--- src/rtl/bnn_pkg.sv ---
// bnn_pkg: shared fixed-point types, FSM states and saturation helper for the binary-weight layers.
package bnn_pkg;
   localparam int BIT_CNT    = 8;
   localparam int OUTPUT_DIM = 4;
   localparam int FRAC_BITS  = 6;
   localparam int ACC_W      = BIT_CNT + $clog2(OUTPUT_DIM) + 1;

   typedef logic signed [BIT_CNT-1:0] fixed_t;
   typedef logic signed [ACC_W-1:0] acc_t;
   typedef enum logic {ACCUM, DONE} state_t;
   typedef struct packed {
      fixed_t val;
      logic   clamped;
   } sat_t;

   localparam fixed_t FIX_MAX = fixed_t'(2**(BIT_CNT-1) - 1);
   localparam fixed_t FIX_MIN = fixed_t'(-(2**(BIT_CNT-1)));
   localparam acc_t   ACC_MAX = acc_t'(FIX_MAX);
   localparam acc_t   ACC_MIN = acc_t'(FIX_MIN);

   function automatic sat_t sat_to_fixed(input acc_t a);
      sat_t r;
      r.clamped = (a > ACC_MAX) || (a < ACC_MIN);
      r.val     = a > ACC_MAX ? FIX_MAX : a < ACC_MIN ? FIX_MIN : fixed_t'(a);
      return r;
   endfunction
endpackage

--- src/rtl/bwb_lane.sv ---
// bwb_lane: one signed accumulator lane, adds or subtracts the row gradient by weight bit and saturates.
module bwb_lane
   import bnn_pkg::*;
(
   input  logic   clk,
   input  logic   rst,
   input  logic   en,
   input  logic   clr,
   input  logic   w,
   input  fixed_t grad,
   output fixed_t val,
   output logic   sat
);
   acc_t acc;
   acc_t g;
   sat_t s;
   // widen before negating so the most negative gradient negates exactly
   assign g   = acc_t'(grad);
   assign s   = sat_to_fixed(acc);
   assign val = s.val;
   assign sat = s.clamped;

   always_ff @(posedge clk) begin
      if (rst || clr) acc <= '0;
      else if (en)    acc <= w ? acc + g : acc - g;
   end
endmodule

--- src/rtl/bin_weight_backprop.sv ---
// bin_weight_backprop: grad_in = W^T * grad_out over OUTPUT_DIM streamed rows, saturated per lane.
// Optional BWB_STE_MASK_EN adds act_in and zeroes lanes whose activation magnitude exceeds 1.0.
module bin_weight_backprop
   import bnn_pkg::*;
#(
   parameter int INPUT_DIM = 8
) (
   input  logic                         clk,
   input  logic                         rst,
   input  logic                         in_valid,
   output logic                         in_ready,
   input  logic signed [BIT_CNT-1:0]    grad_out,
   input  logic [INPUT_DIM-1:0]         weight_row,
`ifdef BWB_STE_MASK_EN
   input  logic [INPUT_DIM*BIT_CNT-1:0] act_in,
`endif
   output logic                         out_valid,
   input  logic                         out_ready,
   output logic [INPUT_DIM*BIT_CNT-1:0] grad_in,
   output logic [INPUT_DIM-1:0]         sat_flags
);
   localparam int ROW_W = $clog2(OUTPUT_DIM);

   state_t           state, state_next;
   logic [ROW_W-1:0] row_cnt;
   logic             beat, last, clr;
   logic [INPUT_DIM-1:0] mask, sat;
   fixed_t           val [INPUT_DIM];

   always_comb begin
      state_next = state;
      in_ready   = state == ACCUM;
      out_valid  = state == DONE;
      beat       = in_valid && in_ready;
      last       = beat && row_cnt == ROW_W'(OUTPUT_DIM - 1);
      clr        = out_valid && out_ready;
      state_next = last ? DONE : clr ? ACCUM : state;
   end

   always_ff @(posedge clk) begin
      if (rst) begin
         state   <= ACCUM;
         row_cnt <= '0;
      end else begin
         state   <= state_next;
         if (beat) row_cnt <= last ? '0 : row_cnt + 1'b1;
      end
   end

`ifdef BWB_STE_MASK_EN
   localparam fixed_t FIX_ONE = fixed_t'(2**FRAC_BITS);
   logic [INPUT_DIM*BIT_CNT-1:0] act_q;

   // activations belong to the whole result, so capture them with the first row
   always_ff @(posedge clk) begin
      if (rst)                     act_q <= '0;
      else if (beat && row_cnt == '0) act_q <= act_in;
   end
`else
   assign mask = '0;
`endif

   for (genvar j = 0; j < INPUT_DIM; j++) begin : g_lane
      bwb_lane u_lane (
         .clk  (clk),
         .rst  (rst),
         .en   (beat),
         .clr  (clr),
         .w    (weight_row[j]),
         .grad (grad_out),
         .val  (val[j]),
         .sat  (sat[j])
      );
`ifdef BWB_STE_MASK_EN
      fixed_t a;
      assign a       = act_q[j*BIT_CNT +: BIT_CNT];
      assign mask[j] = a > FIX_ONE || a < -FIX_ONE;
`endif
      assign grad_in[j*BIT_CNT +: BIT_CNT] = mask[j] ? '0 : val[j];
      assign sat_flags[j] = sat[j] && !mask[j];
   end
endmodule

--- config.mk ---
export PLATFORM = sky130hd
export DESIGN_NAME = bin_weight_backprop
export DESIGN_NICKNAME = d
export VERILOG_FILES = /design/src/rtl/bnn_pkg.sv /design/src/rtl/bwb_lane.sv /design/src/rtl/bin_weight_backprop.sv
export SDC_FILE = /design/constraint.sdc
export NUM_CORES = 1
export LEC_CHECK = 0
export CAP_MARGIN = 20
export CORE_AREA = 4 4 197 142
export CTS_CLUSTER_DIAMETER = 100
export CTS_CLUSTER_SIZE = 16
export DETAILED_ROUTE_END_ITERATION = 6
export DIE_AREA = 0 0 201 146
export PLACE_DENSITY_LB_ADDON = 0.12
export SYNTH_ARGS = -nofsm -noshare
export SYNTH_HDL_FRONTEND = slang
export SYNTH_SLANG_ARGS = --single-unit
--- constraint.sdc ---
create_clock -name clk -period 4.4 [get_ports clk]
set_input_delay 0.66 -clock clk [delete_from_list [all_inputs] [get_ports clk]]
set_output_delay 0.66 -clock clk [all_outputs]
set_load 0.02 [all_outputs]
==> run_results.csv <==
group,metric,value,unit
detailed_routing,firstDrtPassIters,5,
die,start_util,33.4,%
clock_tree,cts_buffer_depth,2,
critical_path,criticalPathCategory,"in -> reg",
die,fp.dieH,146,um
global_routing,top_usage_layer,"met1",
job,max-cap-violations,0,
synth,synth_top_area_share,20.8,%
placed_design,gp_congestion,0.866,
clock_tree,cts.sink_count,91,
clock_tree,clock-root-buffer,"clkbuf_16",
die,die_x,201,um
power,power_leakage,0.00460,uW
global_routing,grt_use_met3,3.25,%
synth,synth_area_leaders,"dfxtp_1, ha_1, a21oi_1",
placed_design,post-dp-hpwl,20200,um
global_routing,antenna_found_initial,0,
layout,n_antenna_cell,0,
layout,ff_latch_area,1820,um^2
clock_tree,clk_latency,0.37,ns
detailed_routing,drc,0,
synth,synth.distinct_cells,48,
critical_path,worst_setup_path_start_kind,"input pin",
sta,maxSlewViolCount,0,
critical_path,end_kind,"register",
global_routing,grt_max_degree,62,
die,ios,94,
global_routing,grtUsageTotal,18.8,%
synth,synth_cells,1154,
clock_tree,hold_buffers,0,
detailed_routing,antenna_left,0,
sta,finalHoldViolations,0,
clock_tree,post-cts-setup-buffers,0,
min_path,hold_path.startpoint,"row_cnt[1]",
sta,finalSetupViolations,0,
synth,ys_ff_latch,91,
sta,fin_tns_setup,0,ns
sta,min_period,3.89,ns
synth,synth_edf_count,0,
layout,multi_input_area,6520,um^2
clock_tree,htreeDepth,3,
sta,slew_headroom,50.6,%
detailed_routing,vias_per_cell,5.31,
clock_tree,ctsResizeCount,0,
synth,synth_ff_type,"dfxtp_1",
critical_path,reg2reg_from,"out_valid",
clock_tree,tritoncts,"done",
detailed_routing,drt-total-wl,27600,um
min_path,worstHoldPathType,"reg -> reg",
global_routing,grt_pass1_wl,44700,um
sta,whs,0.474,ns
detailed_routing,dr_total_vias,8293,
power,power_density,422,nW/um^2
critical_path,critPathMaxFanout,8,
layout,nFillCells,2735,
synth,async_flop_share,0,%
clock_tree,clk_pin_slew,0.07,ns
run_status,status,"finished, final reports clean",
detailed_routing,drt_iter0_markers,508,
critical_path,crit_arrival,4.14,ns
layout,syn2layout_area_growth,18.1,%
synth,synth.avg_cell_area,7.58,um^2
sta,finalCritPeriodShare,88.5,%
layout,fin_nets,1345,
sta,timing.fmax,257,MHz
sta,rsz0062_at_grt,"no",
die,rows,50,
synth,syn_area,8750,um^2
die,dieArea,29300,um^2
global_routing,grtUsageMet2,27.9,%
global_routing,grt_pass1_vias,7866,
global_routing,grt_overflow,0,
layout,drive_gt1_share,6.21,%
critical_path,worstPathRequired,4.64,ns
global_routing,use_met1,28.3,%
clock_tree,numCtsBuffers,9,
power,vdd_drop_max,0.000221,V
synth,synth_nets,1280,
synth,yosys_warnings,0,
synth,synth-seq-area-share,20.8,%
sta,skew,0.00804,ns
detailed_routing,wl_per_cell,17.6,um
synth,yosysTopAreaCell,"dfxtp_1",
sta,worst_pin_slew,0.740,ns
critical_path,cp-startpoint,"grad_out[1]",
placed_design,portBuffers,93,
die,core,26200,um^2
metal layers:
metal  wire length (um)  share of wire (%)  vias up
li1                   -                  -     4273
met1              14800                 54     3850
met2              11400                 41      152
met3               1060                3.8       18
met4                351                1.3        0
met5                  0                  0        -
kinds of logic after synthesis:
family | share of synthesized area (%)
buf+inv | 4.98
mux | 3.09
compound gates | 24.3
simple gates | 23.7
xor+xnor | 7.20
fa+ha+maj | 15.9
flops | 20.8
critical path: stages:
cell,delay (ns)
clkdlybuf4s50_1,0.51
or4_1,0.59
nor2_4,0.11
nand2_1,0.11
xnor2_2,0.54
o21ai_0,0.28
ha_1,0.41
a21o_1,0.13
a21oi_1,0.07
and4_1,0.20
o21ai_0,0.07
or3b_2,0.46
report_power, final:
| group | internal (uW) | switching (uW) | leakage [uW] |
|---|---|---|---|
| registers | 953 | 164 | 0.000751 |
| clock network | 414 | 357 | 0.000137 |
| logic | 1130 | 1340 | 0.00372 |
| total | 2490 | 1860 | 0.00460 |
layout by cell type, fill, tap and decap left out, types with 3 or more instances in the layout:
master / instances
a211o_1: 7
a211oi_1: 10
a21o_1: 42
a21oi_1: 114
a21oi_2: 8
a31oi_1: 24
and3_1: 16
and4_1: 10
and4b_1: 3
buf_4: 31
clkbuf_1: 3
clkbuf_16: 9
clkdlybuf4s50_1: 93
dfxtp_1: 91
fa_1: 8
ha_1: 98
inv_1: 30
mux2_2: 8
mux2i_1: 18
nand2_1: 149
nand2b_1: 17
nand3_1: 32
nand3b_1: 3
nand4_1: 17
nand4b_1: 5
nor2_1: 84
nor2b_1: 3
nor3_1: 26
nor4_1: 12
o21a_1: 57
o21ai_0: 52
o21bai_1: 12
o41ai_1: 4
or3_1: 26
or3b_2: 6
or4_1: 5
xnor2_1: 22
xor2_1: 48
metrics by stage:
stage	worst slack [ns]	power (uW)	utilization, %	area, um^2	cells
after floorplan	0.761	2780	-	8750	1154
after global placement	0.225	3600	38.4	10100	1546
after detailed placement	0.179	3600	38.4	10100	1546
after CTS	0.556	4400	39.4	10300	1562
after global routing	0.301	4690	39.4	10300	1562
final	0.507	4360	39.4	10300	1562
synthesized netlist by cell type (10+ instances only):
| library cell | number |
|---|---|
| nand3_1 | 32 |
| o21ai_0 | 52 |
| mux2i_1 | 18 |
| or3_1 | 26 |
| nor2_1 | 84 |
| a211oi_1 | 10 |
| xor2_1 | 48 |
| a21oi_1 | 115 |
| nor3_1 | 26 |
| nand2b_1 | 17 |
| and4_1 | 10 |
| nand4_1 | 17 |
| nor4_1 | 12 |
| inv_1 | 30 |
| o21a_1 | 57 |
| o21bai_1 | 12 |
| ha_1 | 98 |
| clkbuf_1 | 47 |
| and3_1 | 16 |
| nand2_1 | 150 |
| a31oi_1 | 24 |
| a21o_1 | 43 |
| dfxtp_1 | 91 |
| xnor2_1 | 22 |
state kept, by name (all words and copies together) (netlist names):
signal,flops
out_valid,1
row_cnt,2
g_lane.u_lane.acc,88
final cells by class:
class,instances,area share (%)
tap,338,4.09
clock inverter,2,0.0969
timing repair buffer,125,11.5
multi-input combinational,962,63.1
clock buffer,14,2.56
sequential,91,17.6
inverter,30,1.09
path summary, 6_finish.rpt:
check	endpoint	slack, ns	cells past startpoint
min	row_cnt[1]	0.47	2
max reg2reg	g_lane[7].u_lane.acc[9]	2.10	6
min reg2reg	row_cnt[1]	0.47	2
max	g_lane[3].u_lane.acc[9]	0.51	12
No activity file was read; power rests on OpenSTA's default activity.
